<file path="src/rtl/column_prefetch_buffer.sv">
// Column prefetch buffer: fetches one texture column from ROM into the back bank of a
// ping-pong store and swaps it to the front only at a strip refresh boundary.
module column_prefetch_buffer #(
  parameter int unsigned LED_COUNT  = 52,
  parameter int unsigned TEX_WIDTH  = 64,
  parameter int unsigned NUM_FRAMES = 30,
  parameter int unsigned DATA_WIDTH = 24,
  parameter int unsigned PX_BITS    = 6,
  parameter int unsigned COL_BITS   = 6,
  parameter int unsigned FRAME_BITS = 8,
  parameter int unsigned ADDR_BITS  = 17
) (
  input  logic                  clk,
  input  logic                  reset,
  input  logic [COL_BITS-1:0]   col_in,
  input  logic [FRAME_BITS-1:0] frame_in,
  input  logic [PX_BITS-1:0]    rd_px_num,
  output logic [DATA_WIDTH-1:0] pixel_out,
  output logic [ADDR_BITS-1:0]  rom_addr,
  input  logic [DATA_WIDTH-1:0] rom_data,
  output logic [COL_BITS-1:0]   col_shown,
  output logic                  swap_pulse,
  output logic                  fetch_busy
);

  localparam logic [PX_BITS-1:0]   LastPx      = PX_BITS'(LED_COUNT - 1);
  localparam logic [PX_BITS-1:0]   DoneK       = PX_BITS'(LED_COUNT);
  localparam logic [ADDR_BITS-1:0] FrameStride = ADDR_BITS'(TEX_WIDTH * LED_COUNT);
  localparam logic [ADDR_BITS-1:0] RowStride   = ADDR_BITS'(TEX_WIDTH);

  typedef enum logic [1:0] {StIdle, StFetch, StWait} state_e;

  state_e                  state_q, state_d;
  logic [COL_BITS-1:0]     col_q;
  logic [FRAME_BITS-1:0]   frame_q;
  logic                    fetch_req_q, fetch_req_d;
  logic [COL_BITS-1:0]     tgt_col_q, tgt_col_d;
  logic [FRAME_BITS-1:0]   tgt_frame_q, tgt_frame_d;
  logic [PX_BITS-1:0]      k_q, k_d;
  logic                    front_sel_q, front_sel_d;
  logic                    front_valid_q, front_valid_d;
  logic                    back_valid_q, back_valid_d;
  logic [COL_BITS-1:0]     back_col_q, back_col_d;
  logic [COL_BITS-1:0]     col_shown_q, col_shown_d;
  logic                    swap_pulse_q, swap_pulse_d;
  logic                    fetch_busy_q, fetch_busy_d;
  logic [ADDR_BITS-1:0]    rom_addr_q, rom_addr_d;
  logic [DATA_WIDTH-1:0]   pixel_out_q, pixel_out_d;
  logic [PX_BITS-1:0]      prev_px_q;
  logic [DATA_WIDTH-1:0]   mem_q [2][LED_COUNT];

  logic                    tgt_change, boundary, swap;
  logic                    wr_en;
  logic [PX_BITS-1:0]      wr_idx;
  logic                    rd_bank, rd_ok;
  logic [PX_BITS-1:0]      rd_idx;

  function automatic logic [ADDR_BITS-1:0] pix_addr(input logic [FRAME_BITS-1:0] f,
                                                    input logic [COL_BITS-1:0]   c,
                                                    input logic [PX_BITS-1:0]    k);
    return ADDR_BITS'(f) * FrameStride + ADDR_BITS'(k) * RowStride + ADDR_BITS'(c);
  endfunction

  // Fetch sequencing, abort/restart, swap decision and request tracking.
  always_comb begin
    state_d       = state_q;
    fetch_req_d   = fetch_req_q;
    tgt_col_d     = tgt_col_q;
    tgt_frame_d   = tgt_frame_q;
    k_d           = k_q;
    front_sel_d   = front_sel_q;
    front_valid_d = front_valid_q;
    back_valid_d  = back_valid_q;
    back_col_d    = back_col_q;
    col_shown_d   = col_shown_q;
    swap_pulse_d  = 1'b0;
    fetch_busy_d  = fetch_busy_q;
    rom_addr_d    = rom_addr_q;
    wr_en         = 1'b0;
    wr_idx        = k_q - PX_BITS'(1);

    tgt_change = {col_in, frame_in} != {col_q, frame_q};
    boundary   = (rd_px_num == '0) && (prev_px_q != '0);
    swap       = boundary && back_valid_q;

    unique case (state_q)
      StIdle: begin
        if (fetch_req_q) begin
          state_d      = StFetch;
          tgt_col_d    = col_q;
          tgt_frame_d  = frame_q;
          k_d          = '0;
          rom_addr_d   = pix_addr(frame_q, col_q, '0);
          fetch_req_d  = 1'b0;
          fetch_busy_d = 1'b1;
        end
      end
      StFetch: begin
        if (fetch_req_q) begin
          // Target moved mid-fetch: drop the partial column and start over.
          tgt_col_d   = col_q;
          tgt_frame_d = frame_q;
          k_d         = '0;
          rom_addr_d  = pix_addr(frame_q, col_q, '0);
          fetch_req_d = 1'b0;
        end else begin
          // rom_data lags rom_addr by one cycle, so entry k lands at cycle k+1.
          wr_en = (k_q != '0);
          if (k_q == DoneK) begin
            state_d      = StWait;
            back_valid_d = 1'b1;
            back_col_d   = tgt_col_q;
            fetch_busy_d = 1'b0;
          end else begin
            k_d = k_q + PX_BITS'(1);
            if (k_q < LastPx) rom_addr_d = pix_addr(tgt_frame_q, tgt_col_q, k_q + PX_BITS'(1));
          end
        end
      end
      StWait: begin
        if (swap) begin
          front_sel_d   = ~front_sel_q;
          front_valid_d = 1'b1;
          col_shown_d   = back_col_q;
          back_valid_d  = 1'b0;
          swap_pulse_d  = 1'b1;
          state_d       = StIdle;
        end
      end
      default: state_d = StIdle;
    endcase

    if (tgt_change) fetch_req_d = 1'b1;
  end

  // Read path reads the post-swap bank on a swap cycle so pixel 0 belongs to the new column.
  always_comb begin
    rd_bank     = swap ? ~front_sel_q : front_sel_q;
    rd_ok       = (swap || front_valid_q) && (rd_px_num <= LastPx);
    rd_idx      = rd_ok ? rd_px_num : '0;
    pixel_out_d = rd_ok ? mem_q[rd_bank][rd_idx] : '0;
  end

  // Control and output registers.
  always_ff @(posedge clk) begin
    if (reset) begin
      state_q       <= StIdle;
      fetch_req_q   <= 1'b1;
      tgt_col_q     <= '0;
      tgt_frame_q   <= '0;
      k_q           <= '0;
      front_sel_q   <= 1'b0;
      front_valid_q <= 1'b0;
      back_valid_q  <= 1'b0;
      back_col_q    <= '0;
      col_shown_q   <= '0;
      swap_pulse_q  <= 1'b0;
      fetch_busy_q  <= 1'b0;
      rom_addr_q    <= '0;
      pixel_out_q   <= '0;
      prev_px_q     <= '0;
    end else begin
      state_q       <= state_d;
      fetch_req_q   <= fetch_req_d;
      tgt_col_q     <= tgt_col_d;
      tgt_frame_q   <= tgt_frame_d;
      k_q           <= k_d;
      front_sel_q   <= front_sel_d;
      front_valid_q <= front_valid_d;
      back_valid_q  <= back_valid_d;
      back_col_q    <= back_col_d;
      col_shown_q   <= col_shown_d;
      swap_pulse_q  <= swap_pulse_d;
      fetch_busy_q  <= fetch_busy_d;
      rom_addr_q    <= rom_addr_d;
      pixel_out_q   <= pixel_out_d;
      prev_px_q     <= rd_px_num;
    end
  end

  // Target sampler keeps loading through reset so the first fetch uses the live target.
  always_ff @(posedge clk) begin
    col_q   <= col_in;
    frame_q <= frame_in;
  end

  // Back-bank write port; never the bank being read.
  always_ff @(posedge clk) begin
    if (wr_en && !reset) mem_q[~front_sel_q][wr_idx] <= rom_data;
  end

  assign pixel_out  = pixel_out_q;
  assign rom_addr   = rom_addr_q;
  assign col_shown  = col_shown_q;
  assign swap_pulse = swap_pulse_q;
  assign fetch_busy = fetch_busy_q;

endmodule
</file>
<file path="config.mk">
export PLATFORM = sky130hd
export DESIGN_NAME = column_prefetch_buffer
export DESIGN_NICKNAME = d
export VERILOG_FILES = /design/src/rtl/column_prefetch_buffer.sv
export SDC_FILE = /design/constraint.sdc
export NUM_CORES = 2
export LEC_CHECK = 0
export CAP_MARGIN = 15
export CORE_ASPECT_RATIO = 1.25
export CORE_UTILIZATION = 40
export CTS_CLUSTER_DIAMETER = 150
export DETAILED_ROUTE_END_ITERATION = 7
export GPL_TIMING_DRIVEN = 1
export HOLD_SLACK_MARGIN = 0.06
export PLACE_DENSITY = 0.54
export SLEW_MARGIN = 0
export SYNTH_ARGS = -nofsm -noshare
export SYNTH_HDL_FRONTEND = slang
export SYNTH_SLANG_ARGS = --single-unit
</file>
<file path="constraint.sdc">
create_clock -name clk -period 4.35 [get_ports clk]
set_input_delay 1.305 -clock clk [delete_from_list [all_inputs] [get_ports clk]]
set_output_delay 1.305 -clock clk [all_outputs]
set_load 0.01 [all_outputs]
</file>
After elaboration in Yosys (flattened, before gate mapping)
Memories as Yosys holds them, arrays and structs flattened.
Cells that the tools add are included.
- bits in writable memories: 2496
- word-level logic and storage cells: 105
- memories kept: 1
- output and inout port bits: 49
- flip-flop bits (word level): 101
- memories (name ; depth ; bits a word ; read ports ; clocked after memory_dff ; write ports ; line ; source):
    mem_q ; 2 ; 1248 ; 1 ; 0 ; 1 ; 50 ; logic [DATA_WIDTH-1:0] mem_q [2][LED_COUNT];
- multipliers: 2
- add/sub/neg operators: 5
- reductions and logical operators: 25
- order comparisons: 5
- multiplexer cells: 34
- equal/unequal tests: 10
- bitwise gates (word level): 6
- operator list (operator ; number):
    1248-bit 2-to-1 mux ; 1
    24-bit binary-select mux with 6-bit select ; 1
    24-bit demux with 6-bit select ; 1
    24-bit 2-to-1 mux ; 3
    17-bit 2-to-1 mux ; 4
    17-bit by 6-bit adder with 17-bit output ; 2
    17-bit one-hot mux with 2 select lines ; 1
    6-bit 2-to-1 mux ; 4
    8-bit by 4-bit multiplier with 9-bit output (second input constant) ; 2
    17-bit by 12-bit adder with 17-bit output ; 1
    4-bit AND reduction ; 4
    7-bit greater-or-equal comparator (second input constant) ; 2
    14-bit != test ; 1
    6-bit inverter with 7-bit output ; 2
    6-bit one-hot mux with 2 select lines ; 1
    6-bit nonzero test ; 2
    1-bit 2-to-1 mux ; 11
    2-bit 2-to-1 mux ; 4
    2-bit != test (second input constant) ; 4
    2-bit OR reduction ; 4
    7-bit by 1-bit less-than comparator with 1-bit output (second input constant) ; 1
    6-bit by 1-bit adder with 6-bit output (second input constant) ; 1
    6-bit equality test (second input constant) ; 1
    6-bit less-or-equal comparator (second input constant) ; 1
    16 further kinds ; 28

Longest topological paths before layout
- depth in word-level cells: 10
- gate-level depth with buffers: 16
- gate-level depth less buffers: 14

Worst setup path after synthesis
Ideal clock, no wire load.
- path kind: input to register
- start point: input port reset
- end point: memory mem_q[0][240] (netlist name) (enable)
- data arrival time: 3718 ps
- required time: 3945 ps
- path slack: 228 ps
- setup time: 405 ps
- cell stages on the path: 6
- buffers on the path: 3
- cells stage by stage: clkbuf_1 > clkbuf_1 > nor4b_1 > nand3_1 > clkbuf_1 > nor2_1
- cells in the longest elaborated chain, start to end: 4
- ends and longest elaborated chain (what ; line ; source):
    from (decl) ; 14 ; input logic reset,
    1-bit zero test ; 189 ; if (wr_en && !reset) mem_q[~front_sel_q][wr_idx] <= rom_data;
    1-bit logical AND ; 189 ;
    1-bit 2-to-1 mux ; 189 ;
    1248-bit 2-to-1 mux (not written as such) ; 189 ;
    to (decl) ; 50 ;
No other way between the ends.

Worst setup path in the final report
- start point: input port rd_px_num[1]
- end point: register pixel_out_q[20] (netlist: pixel_out[20])
- cells in the longest elaborated chain, start to end: 10
- elaborated cells on any way between the ends: 15
- ends and longest elaborated chain (what ; line ; source):
    from (decl) ; 17 ; input logic [PX_BITS-1:0] rd_px_num,
    branches (longest 10 deep; another with 6-bit less-or-equal comparator) ; n/a ;
    to (signal assigned) ; 176 ; pixel_out_q <= pixel_out_d;
    to (decl) ; 48 ; logic [DATA_WIDTH-1:0] pixel_out_q, pixel_out_d;
Several ways; the timed one is not identified. The select of a mux whose other input is x is not followed.
A chain may end at the register's enable or synchronous reset.

==> flow_metrics.env <==
export IMPL_synth_cells=7109
export IMPL_cts_root_buf="clkbuf_16"
export IMPL_hp_class="flop to flop"
export IMPL_ant_nets=0
export IMPL_nets=8109
export IMPL_p_int_mw=40.2
export IMPL_ir_worst_vdd_mv=0.316
export IMPL_post_cts_repair_setup_buffers=0
export IMPL_wire_per_inst_um=31.2
export IMPL_power_density_nw_per_um2=408
export IMPL_critPathMaxStageDelay_ns=0.54
export IMPL_async_flop_share=0
export IMPL_grt_pass1_vias=66100
export IMPL_drive_above_1_share=0.195
export IMPL_p_sw_frac=0.207
export IMPL_vias_per_cell=5.86
export IMPL_min_period_ns=4.32
export IMPL_path_common_cell="buf_4"
export IMPL_coreArea_um2=254000
export IMPL_h_tree_depth=5
export IMPL_grt_start_max_net_pins=105
export IMPL_hold_violations=0
export IMPL_drt_wl_total_mm=361
export IMPL_critPathKind="input pin to flop"
export IMPL_p_leak_nw=42.8
export IMPL_utilization=0.490
export IMPL_seqPwrFrac=0.541
export IMPL_die_x_um=454
export IMPL_clkSinkCount=2597
export IMPL_synth_top_family_by_area="simple AND/OR/NAND/NOR gates"
export IMPL_die_area_um2=257000
export IMPL_cpLargestDelayFamily="buffers and inverters"
export IMPL_synth_compound_area_frac=0.0757
export IMPL_grt_ovfl_total=0
export IMPL_yosys_warnings=0
export IMPL_clk_pin_slew_ns=0.06
export IMPL_layout_setup_ws_ns=0.0326
export IMPL_die_y_um=567
export IMPL_power_mw=50.8
export IMPL_dp_hpwl_mm=235
export IMPL_ys_seq_area_frac=0.754
export IMPL_drv_cap=0
export IMPL_yosys_area_share_simple=0.106
export IMPL_final_common_cell="edfxtp_1"
export IMPL_synthXorXnorAreaFrac=0.00431
export IMPL_cpMaxStageDelayCell="or3_1"
export IMPL_synth_flop_cell="edfxtp_1"
export IMPL_clock_latency_ns=0.87
export IMPL_rows=207
export IMPL_numCtsBuffers=268
export IMPL_place_ws_ns=-1.56
export IMPL_route_vias_total=68000
export IMPL_drcViolationCount=0
export IMPL_power_share_clock=0.439
export IMPL_ys_seq_elements=2597
export IMPL_drt_iter0_drc=7832
export IMPL_grt_use_total=0.277
export IMPL_antenna_found_initial=20
export IMPL_cp_num_buf_inv=5
export IMPL_area_delta_synth_final_pct=21.9
export IMPL_slew_limit_headroom=0.216
export IMPL_max_freq_mhz=232
export IMPL_switching_power_mw=10.5
export IMPL_status="finished, final reports clean"
export IMPL_multi_input_area_um2=23800
export IMPL_tightest_slew_ns=1.18
export IMPL_postCtsHoldBufs=0
export IMPL_ios=95
export IMPL_power_frac_comb=0.020
export IMPL_synth_adder_area_share=0.00583
export IMPL_start_util=0.402
export IMPL_dr_pass1_iters=5
export IMPL_clockBufferDepth=4
export IMPL_avgSynthCellArea_um2=14.4
export IMPL_cp_required_ns=5.08
export IMPL_grt_pass1_wl_mm=505
export IMPL_end_kind="flop"
export IMPL_syn_num_nets=7196
export IMPL_regArea_um2=77000
export IMPL_cp_cell_sequence="clkdlybuf4s50_1 -> nor4_4 -> buf_4 -> o2111a_4 -> xnor2_4 -> buf_4 -> buf_12 -> buf_6 -> nand2_1 -> a32oi_1 -> nand4_1 -> or3_1 -> a211oi_2"
export IMPL_slew_violations=0
export IMPL_muxShareOfSynthArea=0.0326
export IMPL_skew_ns=0.0355
export IMPL_syn_area_um2=102000
export IMPL_cp_arrival_ns=5.04
export IMPL_cts_tree="yes"
export IMPL_crit_path_max_fanout=22
export IMPL_io_buffers=94
export IMPL_ys_types=79
export IMPL_rsz0062_at_grt="yes"
export IMPL_critPathLaunchType="input pin"
export IMPL_finalSetupViolations=0
export IMPL_synth_edf_count=2496
export IMPL_mostFrequentLayoutCells="edfxtp_1 (2496), nand2_1 (1478), buf_4 (778)"
export IMPL_period_share=0.993
export IMPL_nFillCells=21700
export IMPL_gp_congestion=0.934
path summary, 6_finish.rpt:
check / start / end / slack, ns / cells after the start
max reg2reg: front_sel_q / pixel_out[18] / 0.35 / 13
max: rd_px_num[1] / pixel_out[20] / 0.03 / 13
min reg2reg: back_col_q[4] / col_shown[4] / 0.45 / 2
min: back_col_q[4] / col_shown[4] / 0.45 / 2
logic make-up after synthesis:
kind of cell	after synthesis
DFF	2597
and+or+nand+nor	2498
AOI/OAI and AO/OA	1174
buffers and inverters	474
muxes	279
xor gates and xnor gates	46
adders and majority gates	41
flip-flops by register name (all words and copies together) (netlist names), 2 cells and up:
register     flops
mem_q         2496
pixel_out       24
rom_addr        17
frame_q          8
tgt_frame_q      8
back_col_q       6
col_q            6
col_shown        6
k_q              6
prev_px_q        6
tgt_col_q        6
state_q          2
area by class of cell:
type / instances / area share
antenna: 22 / 0.000443
inverter: 43 / 0.00132
clock inverter: 127 / 0.00877
clock buffer: 344 / 0.0578
tap: 3344 / 0.0336
sequential: 2597 / 0.619
timing repair buffer: 1074 / 0.0884
multi-input combinational: 4038 / 0.191
timing repair:
action                                  in CTS  in global routing
pin swaps                                    2                 11
gates resized for setup                     24                 36
endpoints found under the setup margin      14                 17
gates cloned                                 0                  1
cell usage after synthesis (59+ instances only):
| library cell | number | area share |
|---|---|---|
| o22ai_1 | 128 | 0.0078 |
| edfxtp_1 | 2496 | 0.73 |
| nand4_1 | 83 | 0.0051 |
| a21oi_1 | 391 | 0.019 |
| nand2_1 | 1482 | 0.054 |
| clkbuf_1 | 206 | 0.0076 |
| a32oi_1 | 59 | 0.0051 |
| nand3_1 | 349 | 0.017 |
| nor4_1 | 76 | 0.0047 |
| buf_2 | 123 | 0.0060 |
| nor2_1 | 261 | 0.0096 |
| o21ai_0 | 93 | 0.0046 |
| dfxtp_1 | 101 | 0.020 |
| mux2i_1 | 233 | 0.023 |
| o221ai_1 | 75 | 0.0064 |
| nor3_1 | 103 | 0.0050 |
| a31oi_1 | 114 | 0.0070 |
routing by layer:
layer,share of wire,GRT usage
met2,0.49,0.456
met4,0.061,0.151
met1,0.38,0.352
met5,0.00011,0
met3,0.072,0.0380
through the flow:
step                      instances  area [um2]  setup TNS [ns]  hold slack [ns]
final                         11600      124000               0            0.454
after global routing          11600      124000         -0.0339            0.475
after CTS                     11600      124000               0            0.458
after detailed placement      11100      116000          -23.09            0.448
after global placement        11100      116000          -28.69            0.438
after floorplan                7109      102000               0            0.432
power by group through the flow:
| stage | clock network, mW | registers (mW) | logic, mW |
|---|---|---|---|
| floorplan | 0 | 28.0 | 0.234 |
| global placement | 0 | 28.0 | 0.983 |
| detailed placement | 0 | 28.0 | 1.00 |
| CTS | 22.5 | 27.4 | 1.01 |
| global route | 23.4 | 27.4 | 1.06 |
| finish | 22.3 | 27.4 | 1.01 |
worst register-to-register path, delay by kind of cell (launching register included):
kind / cells / cell delay [ns]
AND/OR/NAND/NOR: 4 / 1.25
buffers and inverters: 5 / 1.17
AO/OA/AOI/OAI: 4 / 0.83
flip-flops: 1 / 0.66
(Power assumes the default switching activity.)
